**src/rtl/vga_pkg.sv**
```systemverilog
// vga_pkg: shared timing defaults, counter/address widths, pipeline depth,
// sync/colour types, framebuffer address helper and the 3-bit -> 24-bit
// colour-expansion rule used by vga_scanout.
package vga_pkg;

  // 640x480@60 raster, in pixels / lines
  localparam int H_ACTIVE_DEF = 640;
  localparam int H_FP_DEF     = 16;
  localparam int H_SYNC_DEF   = 96;
  localparam int H_BP_DEF     = 48;
  localparam int V_ACTIVE_DEF = 480;
  localparam int V_FP_DEF     = 10;
  localparam int V_SYNC_DEF   = 2;
  localparam int V_BP_DEF     = 33;
  localparam int FB_WIDTH_DEF = 320;

  localparam int CNT_W  = 10;
  localparam int ADDR_W = 17;
  // pixel slots between counter sample and RGB output (address, then data)
  localparam int STAGES = 2;

  typedef logic [CNT_W-1:0]  cnt_t;
  typedef logic [ADDR_W-1:0] addr_t;

  typedef struct packed {
    logic hs;
    logic vs;
    logic active;
  } sync_t;

  localparam sync_t SYNC_IDLE = '{hs: 1'b1, vs: 1'b1, active: 1'b0};

  typedef struct packed {
    logic [7:0] r;
    logic [7:0] g;
    logic [7:0] b;
  } rgb_t;

  // {R,G,B} bit -> full-scale channel
  function automatic rgb_t expand_rgb(input logic [2:0] px);
    rgb_t c;
    c.r = {8{px[2]}};
    c.g = {8{px[1]}};
    c.b = {8{px[0]}};
    return c;
  endfunction

  // 2x pixel/line replication: screen (h,v) -> framebuffer (h/2, v/2)
  function automatic addr_t fb_addr(input cnt_t h, input cnt_t v, input addr_t pitch);
    addr_t row;
    addr_t col;
    row = ADDR_W'(v >> 1);
    col = ADDR_W'(h >> 1);
    return row * pitch + col;
  endfunction

endpackage

```
**src/rtl/vga_timing_counter.sv**
```systemverilog
// vga_timing_counter: raster position counters advanced on pix_en.
// Ports:
//   clock, reset   - system clock, synchronous active-high reset
//   pix_en         - pixel-rate enable
//   hcount, vcount - current raster position
//   hs_raw, vs_raw - undelayed active-low syncs
//   active         - position is inside the visible area
//   wrap           - this pix_en cycle wraps both counters to (0,0)
module vga_timing_counter
  import vga_pkg::*;
#(
  parameter int H_ACTIVE = H_ACTIVE_DEF,
  parameter int H_FP     = H_FP_DEF,
  parameter int H_SYNC   = H_SYNC_DEF,
  parameter int H_BP     = H_BP_DEF,
  parameter int V_ACTIVE = V_ACTIVE_DEF,
  parameter int V_FP     = V_FP_DEF,
  parameter int V_SYNC   = V_SYNC_DEF,
  parameter int V_BP     = V_BP_DEF
) (
  input  logic clock,
  input  logic reset,
  input  logic pix_en,
  output cnt_t hcount,
  output cnt_t vcount,
  output logic hs_raw,
  output logic vs_raw,
  output logic active,
  output logic wrap
);

  localparam int H_TOTAL   = H_ACTIVE + H_FP + H_SYNC + H_BP;
  localparam int V_TOTAL   = V_ACTIVE + V_FP + V_SYNC + V_BP;
  localparam int H_SYNC_LO = H_ACTIVE + H_FP;
  localparam int H_SYNC_HI = H_SYNC_LO + H_SYNC;
  localparam int V_SYNC_LO = V_ACTIVE + V_FP;
  localparam int V_SYNC_HI = V_SYNC_LO + V_SYNC;

  logic h_last, v_last;

  assign h_last = (hcount == cnt_t'(H_TOTAL - 1));
  assign v_last = (vcount == cnt_t'(V_TOTAL - 1));

  always_ff @(posedge clock) begin
    if (reset) begin
      hcount <= '0;
      vcount <= '0;
    end else if (pix_en) begin
      if (h_last) begin
        hcount <= '0;
        vcount <= v_last ? '0 : vcount + cnt_t'(1);
      end else begin
        hcount <= hcount + cnt_t'(1);
      end
    end
  end

  assign wrap   = pix_en & h_last & v_last;
  assign hs_raw = !(hcount >= cnt_t'(H_SYNC_LO) && hcount < cnt_t'(H_SYNC_HI));
  assign vs_raw = !(vcount >= cnt_t'(V_SYNC_LO) && vcount < cnt_t'(V_SYNC_HI));
  assign active = (hcount < cnt_t'(H_ACTIVE)) && (vcount < cnt_t'(V_ACTIVE));

endmodule

```
**src/rtl/vga_scanout.sv**
```systemverilog
// vga_scanout: reads a 320x240 3-bit framebuffer and drives a VGA DAC at
// 640x480 with 2x pixel/line replication. One pixel slot = 2 clocks.
// Ports:
//   clock, reset            - 50 MHz clock, synchronous active-high reset
//   mem_addr, mem_rd        - framebuffer read request (data 1 clock later)
//   mem_data                - {R,G,B} pixel
//   VGA_R/G/B               - 8-bit DAC channels
//   VGA_HS/VS/BLANK_N/SYNC_N/CLK - DAC control and syncs
//   frame_start             - one-clock pulse when the raster wraps to (0,0)
module vga_scanout
  import vga_pkg::*;
#(
  parameter int H_ACTIVE = H_ACTIVE_DEF,
  parameter int H_FP     = H_FP_DEF,
  parameter int H_SYNC   = H_SYNC_DEF,
  parameter int H_BP     = H_BP_DEF,
  parameter int V_ACTIVE = V_ACTIVE_DEF,
  parameter int V_FP     = V_FP_DEF,
  parameter int V_SYNC   = V_SYNC_DEF,
  parameter int V_BP     = V_BP_DEF,
  parameter int FB_WIDTH = FB_WIDTH_DEF
) (
  input  logic              clock,
  input  logic              reset,
  output logic [ADDR_W-1:0] mem_addr,
  output logic              mem_rd,
  input  logic [2:0]        mem_data,
  output logic [7:0]        VGA_R,
  output logic [7:0]        VGA_G,
  output logic [7:0]        VGA_B,
  output logic              VGA_HS,
  output logic              VGA_VS,
  output logic              VGA_BLANK_N,
  output logic              VGA_SYNC_N,
  output logic              VGA_CLK,
  output logic              frame_start
);

  logic  pix_en;
  cnt_t  hcount, vcount;
  logic  hs_raw, vs_raw, active, wrap;

  // [0]: counters valid, [1]: stage A (address) valid, [2]: stage B (RGB) valid
  logic [STAGES:0] vld_pipe;
  sync_t sync_a, sync_b;
  rgb_t  rgb_q;
  addr_t addr_q;
  logic  rd_q;
  logic  fs_q;

  vga_timing_counter #(
    .H_ACTIVE(H_ACTIVE), .H_FP(H_FP), .H_SYNC(H_SYNC), .H_BP(H_BP),
    .V_ACTIVE(V_ACTIVE), .V_FP(V_FP), .V_SYNC(V_SYNC), .V_BP(V_BP)
  ) u_tc (
    .clock  (clock),
    .reset  (reset),
    .pix_en (pix_en),
    .hcount (hcount),
    .vcount (vcount),
    .hs_raw (hs_raw),
    .vs_raw (vs_raw),
    .active (active),
    .wrap   (wrap)
  );

  always_ff @(posedge clock) begin
    if (reset) begin
      pix_en   <= 1'b0;
      vld_pipe <= '0;
      sync_a   <= SYNC_IDLE;
      sync_b   <= SYNC_IDLE;
      addr_q   <= '0;
      rd_q     <= 1'b0;
      rgb_q    <= '0;
      fs_q     <= 1'b0;
    end else begin
      pix_en      <= ~pix_en;
      vld_pipe[0] <= 1'b1;
      rd_q        <= 1'b0;       // strobe lasts a single clock
      fs_q        <= wrap;       // wrap already qualified by pix_en
      if (pix_en) begin
        vld_pipe[STAGES:1] <= vld_pipe[STAGES-1:0];
        // stage A: address + undelayed sync sample
        sync_a <= '{hs: hs_raw, vs: vs_raw, active: active};
        if (active) begin
          addr_q <= fb_addr(hcount, vcount, ADDR_W'(FB_WIDTH));
          rd_q   <= 1'b1;
        end
        // stage B: mem_data arrived in the intervening non-enable clock
        sync_b <= sync_a;
        rgb_q  <= (vld_pipe[1] && sync_a.active) ? expand_rgb(mem_data) : '0;
      end
    end
  end

  assign mem_addr    = addr_q;
  assign mem_rd      = rd_q;
  assign VGA_R       = rgb_q.r;
  assign VGA_G       = rgb_q.g;
  assign VGA_B       = rgb_q.b;
  assign VGA_HS      = vld_pipe[STAGES] ? sync_b.hs : 1'b1;
  assign VGA_VS      = vld_pipe[STAGES] ? sync_b.vs : 1'b1;
  assign VGA_BLANK_N = vld_pipe[STAGES] & sync_b.active;
  assign VGA_SYNC_N  = 1'b0;
  assign VGA_CLK     = pix_en;
  assign frame_start = fs_q;

endmodule

```
**config.mk**
```make
export PLATFORM = sky130hd
export DESIGN_NAME = vga_scanout
export DESIGN_NICKNAME = d
export VERILOG_FILES = /design/src/rtl/vga_pkg.sv /design/src/rtl/vga_timing_counter.sv /design/src/rtl/vga_scanout.sv
export SDC_FILE = /design/constraint.sdc
export NUM_CORES = 1
export LEC_CHECK = 0
export BUFFER_PORTS_ARGS = -buffer_cell sky130_fd_sc_hd__buf_4
export CORE_MARGIN = 5
export CORE_UTILIZATION = 50
export CTS_BUF_LIST = sky130_fd_sc_hd__clkbuf_8 sky130_fd_sc_hd__clkbuf_16
export DETAILED_ROUTE_END_ITERATION = 7
export PLACE_DENSITY_LB_ADDON = 0.25
export SLEW_MARGIN = 20
export SYNTH_ARGS = -nofsm -noshare
export SYNTH_HDL_FRONTEND = slang
export SYNTH_SLANG_ARGS = --single-unit
```
**constraint.sdc**
```tcl
create_clock -name clock -period 2.9 [get_ports clock]
set_input_delay 0 -clock clock [delete_from_list [all_inputs] [get_ports clock]]
set_output_delay 0 -clock clock [all_outputs]
set_load 0.01 [all_outputs]
```
==> Word level (Yosys, flattened, before mapping) <==
Index checks and enable logic that the tools add are counted.
W data, S select, Z words.
{ "totals": {"out_inout_bits": 48, "regBits": 73} }
{ "op_classes": {"magnitude_cmp": 6, "n_eq_ne": 2, "n_mux": 7, "n_reduce_logical": 9, "mul": 1, "bitwise_logic": 4, "n_addsub": 3} }
{ "op_table": {"columns": ["op", "count"], "rows": [
  ["$mux W24", 1],
  ["$add A10 B1 Y10 const B", 2],
  ["$eq A10 B10 Y1 const B", 2],
  ["$lt A10 B10 Y1 const B", 2],
  ["$lt A10 B9 Y1 const B", 2],
  ["$mux W10", 2],
  ["$add A17 B9 Y17", 1],
  ["$mul A9 B3 Y11 const B", 1],
  ["$ge A10 B10 Y1 const B", 1],
  ["$ge A10 B9 Y1 const B", 1],
  ["$logic_and A1 B1 Y1", 4],
  ["$mux W1", 4],
  ["$reduce_and A2 Y1", 2],
  ["$and A1 B1 Y1", 3],
  ["$logic_not A1 Y1", 2],
  ["$reduce_or A2 Y1", 1],
  ["$not A1 Y1", 1]
]} }

==> Longest topological paths before layout <==
{ "logic_depth": {"depth_word": 3, "depth_mapped": 9, "mapped_depth_nobuf": 9} }

==> Modules after synthesis <==
Synthesis repeated with hierarchy kept, for this count alone.
{ "unflattened": {"cells_unflattened": 346, "hier_area_um2": 3046.7} }
{ "modules_own_cells": {"columns": ["mod", "cells_per_inst", "area_each_um2", "n_inst", "seq_area_each_um2"], "rows": [
  ["vga_scanout", 219, 1953.1, 1, 640.6],
  ["vga_timing_counter", 127, 1093.5, 1, 400.4]
]} }

==> Worst setup path before layout <==
Ideal clock, no wire load.
{ "synth_timing": {"path_type": "reg-to-reg", "from": "register u_tc.vcount[4]", "to": "register addr_q[16] (netlist: mem_addr[16])", "setup_ps": 115, "setup_slack_ps": 143, "arrival_ps": 2642, "synth_period_minus_slack_ps": 2757, "n_path_buf": 0, "path_stages_with_launch": 10, "cell_sequence": "dfxtp_1 -> ha_1 -> ha_1 -> fa_1 -> a211oi_1 -> nor2_1 -> xor2_1 -> nand3b_1 -> or4_1 -> a31o_1"} }
{ "synth_via": {"elab_chain_len": 3} }
{ "synth_lines": {"columns": ["item", "line", "source"], "rows": [
  ["start, declared", "vga_timing_counter.sv:25", "output cnt_t vcount,"],
  ["start signal, assigned", "vga_timing_counter.sv:51", "vcount <= v_last ? '0 : vcount + cnt_t'(1);"],
  ["parallel branches: the longest is 3 deep, another holds $add A17 B9 Y17", null, null],
  ["end signal, assigned", "vga_scanout.sv:86", "addr_q <= fb_addr(hcount, vcount, ADDR_W'(FB_WIDTH));"],
  ["end, declared", "vga_scanout.sv:47", "addr_t addr_q;"]
]} }
Several ways; the timed one is not identified.
A chain may end at the register's enable or synchronous reset.

==> Worst setup path after layout <==
{ "layout_timing": {"from": "register u_tc.vcount[2]", "to": "register addr_q[16] (netlist: mem_addr[16])"} }
The elaborated chain is that of the path after synthesis.

==> flow_summary_export.csv <==
group,metric,value,unit
synthesis,mappedNetlistArea,2840,um2
setup_path,crit_required,3.11,ns
synthesis,synthCells,329,
synthesis,synth_top_family_by_area,"simple AND/OR/NAND/NOR gates",
global_routing,met2_usage,27.1,%
floorplanning,die-width,85.4,um
timing,tightest_slew,0.718,ns
layout,fin_nets,393,
floorplanning,initial_core_util,51.6,%
setup_path,startpoint,"u_tc.vcount[2]",
synthesis,ys_seq_area_share,36.6,%
clock_network,clk_latency,0.30,ns
synthesis,synth-xor-area-share,8.32,%
global_routing,gr-total-overflow,0,
global_routing,gr-usage-met3,3.30,%
setup_path,worstPathCellList,"ha_1 -> ha_1 -> fa_1 -> a211oi_2 -> o21bai_1 -> a21oi_1 -> xor2_1 -> or4_1 -> a31o_1",
setup_path,reg2reg_from,"u_tc.vcount[2]",
setup_path,cp.depth,9,
global_routing,top_usage_layer,"met2",
routing,routed_wl,5640,um
setup_path,critPathMaxFanout,3,
floorplanning,core_area,5510,um2
layout,area_delta_synth_final,16.2,%
outcome,status,"complete, no violations",
floorplanning,ios,53,
clock_network,clk_pin_slew,0.09,ns
routing,via_per_inst,5.30,
global_routing,grt_antenna_before_repair,0,
setup_path,crit_path_frequent_cell,"ha_1",
floorplanning,dieHeight,85.4,um
synthesis,async_flop_share,0,%
floorplanning,rows,27,
min_path,holdPathStages,2,
min_path,hp-class,"in -> reg",
global_routing,use_met1,18.4,%
routing,drt_iter0_drc,75,
setup_path,endpoint,"mem_addr[16]",
routing,drtAntennaViolNets,0,
synthesis,synth_compound_area_share,10.4,%
pwr,p_leak,1.42,nW
routing,via_count,2321,
global_routing,grt_util_all_layers,15.5,%
clock_network,cts_tree,"done",
layout,drive_gt1_share,20.5,%
synthesis,synth_cell_type_count,45,
global_routing,grt_pass1_vias,2133,
clock_network,clock_sinks,52,
synthesis,synth_edf_count,0,
pwr,ir_drop,0.273,mV
placed_design,gp_congestion,0.839,
setup_path,rr_worst_depth,9,
clock_network,cts_buffer_depth,2,
timing,grt_setup_unrepaired,"false",
timing,fmax,363,MHz
routing,drc,0,
setup_path,reg2reg_to,"mem_addr[16]",
setup_path,cp.buffers_inverters,0,
synthesis,yosys_warnings,0,
synthesis,synth_mux_area_share,2.11,%
clock_network,cts_made_buffers,5,
timing,period_share,94.9,%
timing,finalHoldViolations,0,
synthesis,syn_avg_cell_area,8.64,um2
setup_path,crit_type,"reg -> reg",
layout,antenna_cells,0,
placed_design,dp_hpwl,4280,um
clock_network,cts-htree-levels,2,
setup_path,cpPeakStageDelay,0.51,ns
routing,drt-wirelength-per-cell,12.9,um
floorplanning,dieArea,7300,um2
placed_design,numPortBuffers,51,
synthesis,synth_flop_cell,"dfxtp_1",
timing,fin_crit,2.75,ns
clock_network,cts-root-buf,"clkbuf_8",
timing,maxSlewHeadroom,52.1,%
global_routing,grt_max_degree,30,
synthesis,syn_nets,357,
setup_path,worst_setup_path_end_kind,"flip-flop",
setup_path,critPathArrivalTime,2.96,ns
timing,setup_viol,0,
pwr,powerDensity,372,nW/um2
job,max_cap_viol_count,0,
synthesis,yosys.area_share.simple,23.2,%
setup_path,r2r_slack,0.15,ns
global_routing,grt_pass1_wl,9400,um
setup_path,crit_path_top_delay_cell,"or4_1",
timing,skew,0.00983,ns
synthesis,synth_fa_ha_area_share,10.6,%
setup_path,start_kind,"flip-flop",
layout,final_core_util,60.0,%
setup_path,crit_family,"adder cells",
synthesis,ys_ff_latch,52,
timing,fin_tns_setup,0,ns
timing,drv_slew,0,
routing,dr.pass1.iters,4,
clock_network,post_cts_buffers,0,
sequential cells by signal, indices dropped and copies added (netlist names):
register and flops:
mem_rd 1, VGA_CLK 1, u_tc.hcount 10, vld_pipe 3
VGA_G 1, sync_b 3, sync_a 3, u_tc.vcount 10
VGA_B 1, frame_start 1, VGA_R 1, mem_addr 17
cells in the mapped netlist, drive strengths merged (2+ instances only):
cell	count	area share [%]
a211oi	7	1.8
a21o	3	0.79
a21oi	23	4.2
and3	6	1.3
and4	2	0.62
and4b	2	0.75
buf	24	6.1
clkbuf	10	1.3
dfxtp	52	37
fa	2	1.4
ha	21	9.2
inv	8	1.1
mux2i	6	2.1
nand2	36	4.8
nand2b	8	1.8
nand3	9	1.6
nand3b	4	1.1
nand4	11	2.4
nand4b	3	0.92
nor2	34	4.5
nor3	2	0.35
nor4	4	1.4
o21ai	8	1.4
o21bai	2	0.53
or2	2	0.44
xnor2	10	3.1
xor2	17	5.2
per-stage QoR:
step	power (mW)	setup slack [ns]	cell area, um2	hold WS, ns	instances
2_1_floorplan	0.803	0.143	2840	0.175	329
3_3_place_gp	0.829	0.165	3170	0.292	427
3_5_place_dp	0.831	0.0980	3170	0.297	427
4_1_cts	1.24	0.0804	3290	0.0532	438
5_1_grt	1.29	0.0179	3310	0.0566	438
6_report	1.23	0.147	3310	0.0659	438
kinds of logic (layout without fill, tap and decap cells):
group / Yosys count / in the layout
XOR/XNOR: 27 / 27
multiplexers: 6 / 6
AND/OR/NAND/NOR: 128 / 128
other: 1 / 1
buffers and inverters: 43 / 80
AO/OA/AOI/OAI: 49 / 49
flip-flops: 52 / 52
adder cells (fa/ha/maj): 23 / 23
cell usage in the layout, fill, tap and decap left out, types with 4 or more instances in the layout:
master,synthesis,routed
a21oi_1,22,22
ha_1,21,21
xnor2_1,10,10
clkbuf_8,0,5
nor2_1,34,34
nand3_1,9,9
nand3b_1,4,4
dfxtp_1,52,52
xor2_1,17,16
nand4_1,11,11
nand2_1,36,36
inv_1,8,8
mux2i_1,6,6
nand2b_1,8,8
buf_4,22,60
o21ai_0,8,8
and3_1,6,6
a211oi_1,7,6
area by class of cell:
class | count | area, um2
Fill cell | 520 | 2200
Multi-Input combinational cell | 234 | 1570
Sequential cell | 52 | 1040
Timing Repair Buffer | 63 | 480
Tap cell | 72 | 90.1
Clock buffer | 5 | 68.8
Inverter | 9 | 33.8
Clock inverter | 3 | 21.3
routing by layer:
layer  vias up  share of wire [%]
met5         -                  0
met4         0                2.0
met3         9                4.9
met2        36                 49
met1      1093                 44
li1       1183                  -
how the worst min path moves through the flow:
stage,start,endpoint,slack [ns]
finish,reset,sync_b[0],0.07
global route,reset,vld_pipe[1],0.06
CTS,reset,u_tc.hcount[1],0.05
detailed placement,mem_data[2],VGA_R[6],0.30
global placement,mem_data[0],VGA_B[6],0.29
floorplan,mem_data[0],VGA_B[6],0.18
power by group:
group | switching, mW | internal (mW)
logic | 0.0465 | 0.0329
registers | 0.00974 | 0.727
clock network | 0.241 | 0.172
total | 0.297 | 0.932
repair_timing:
item                       4_1_cts  5_1_grt
setup endpoints to repair        0        1
resized for setup                0        2
hold buffers                     3        0
hold endpoints to repair         3        0
Note: power is estimated with default switching activity, not from simulation.
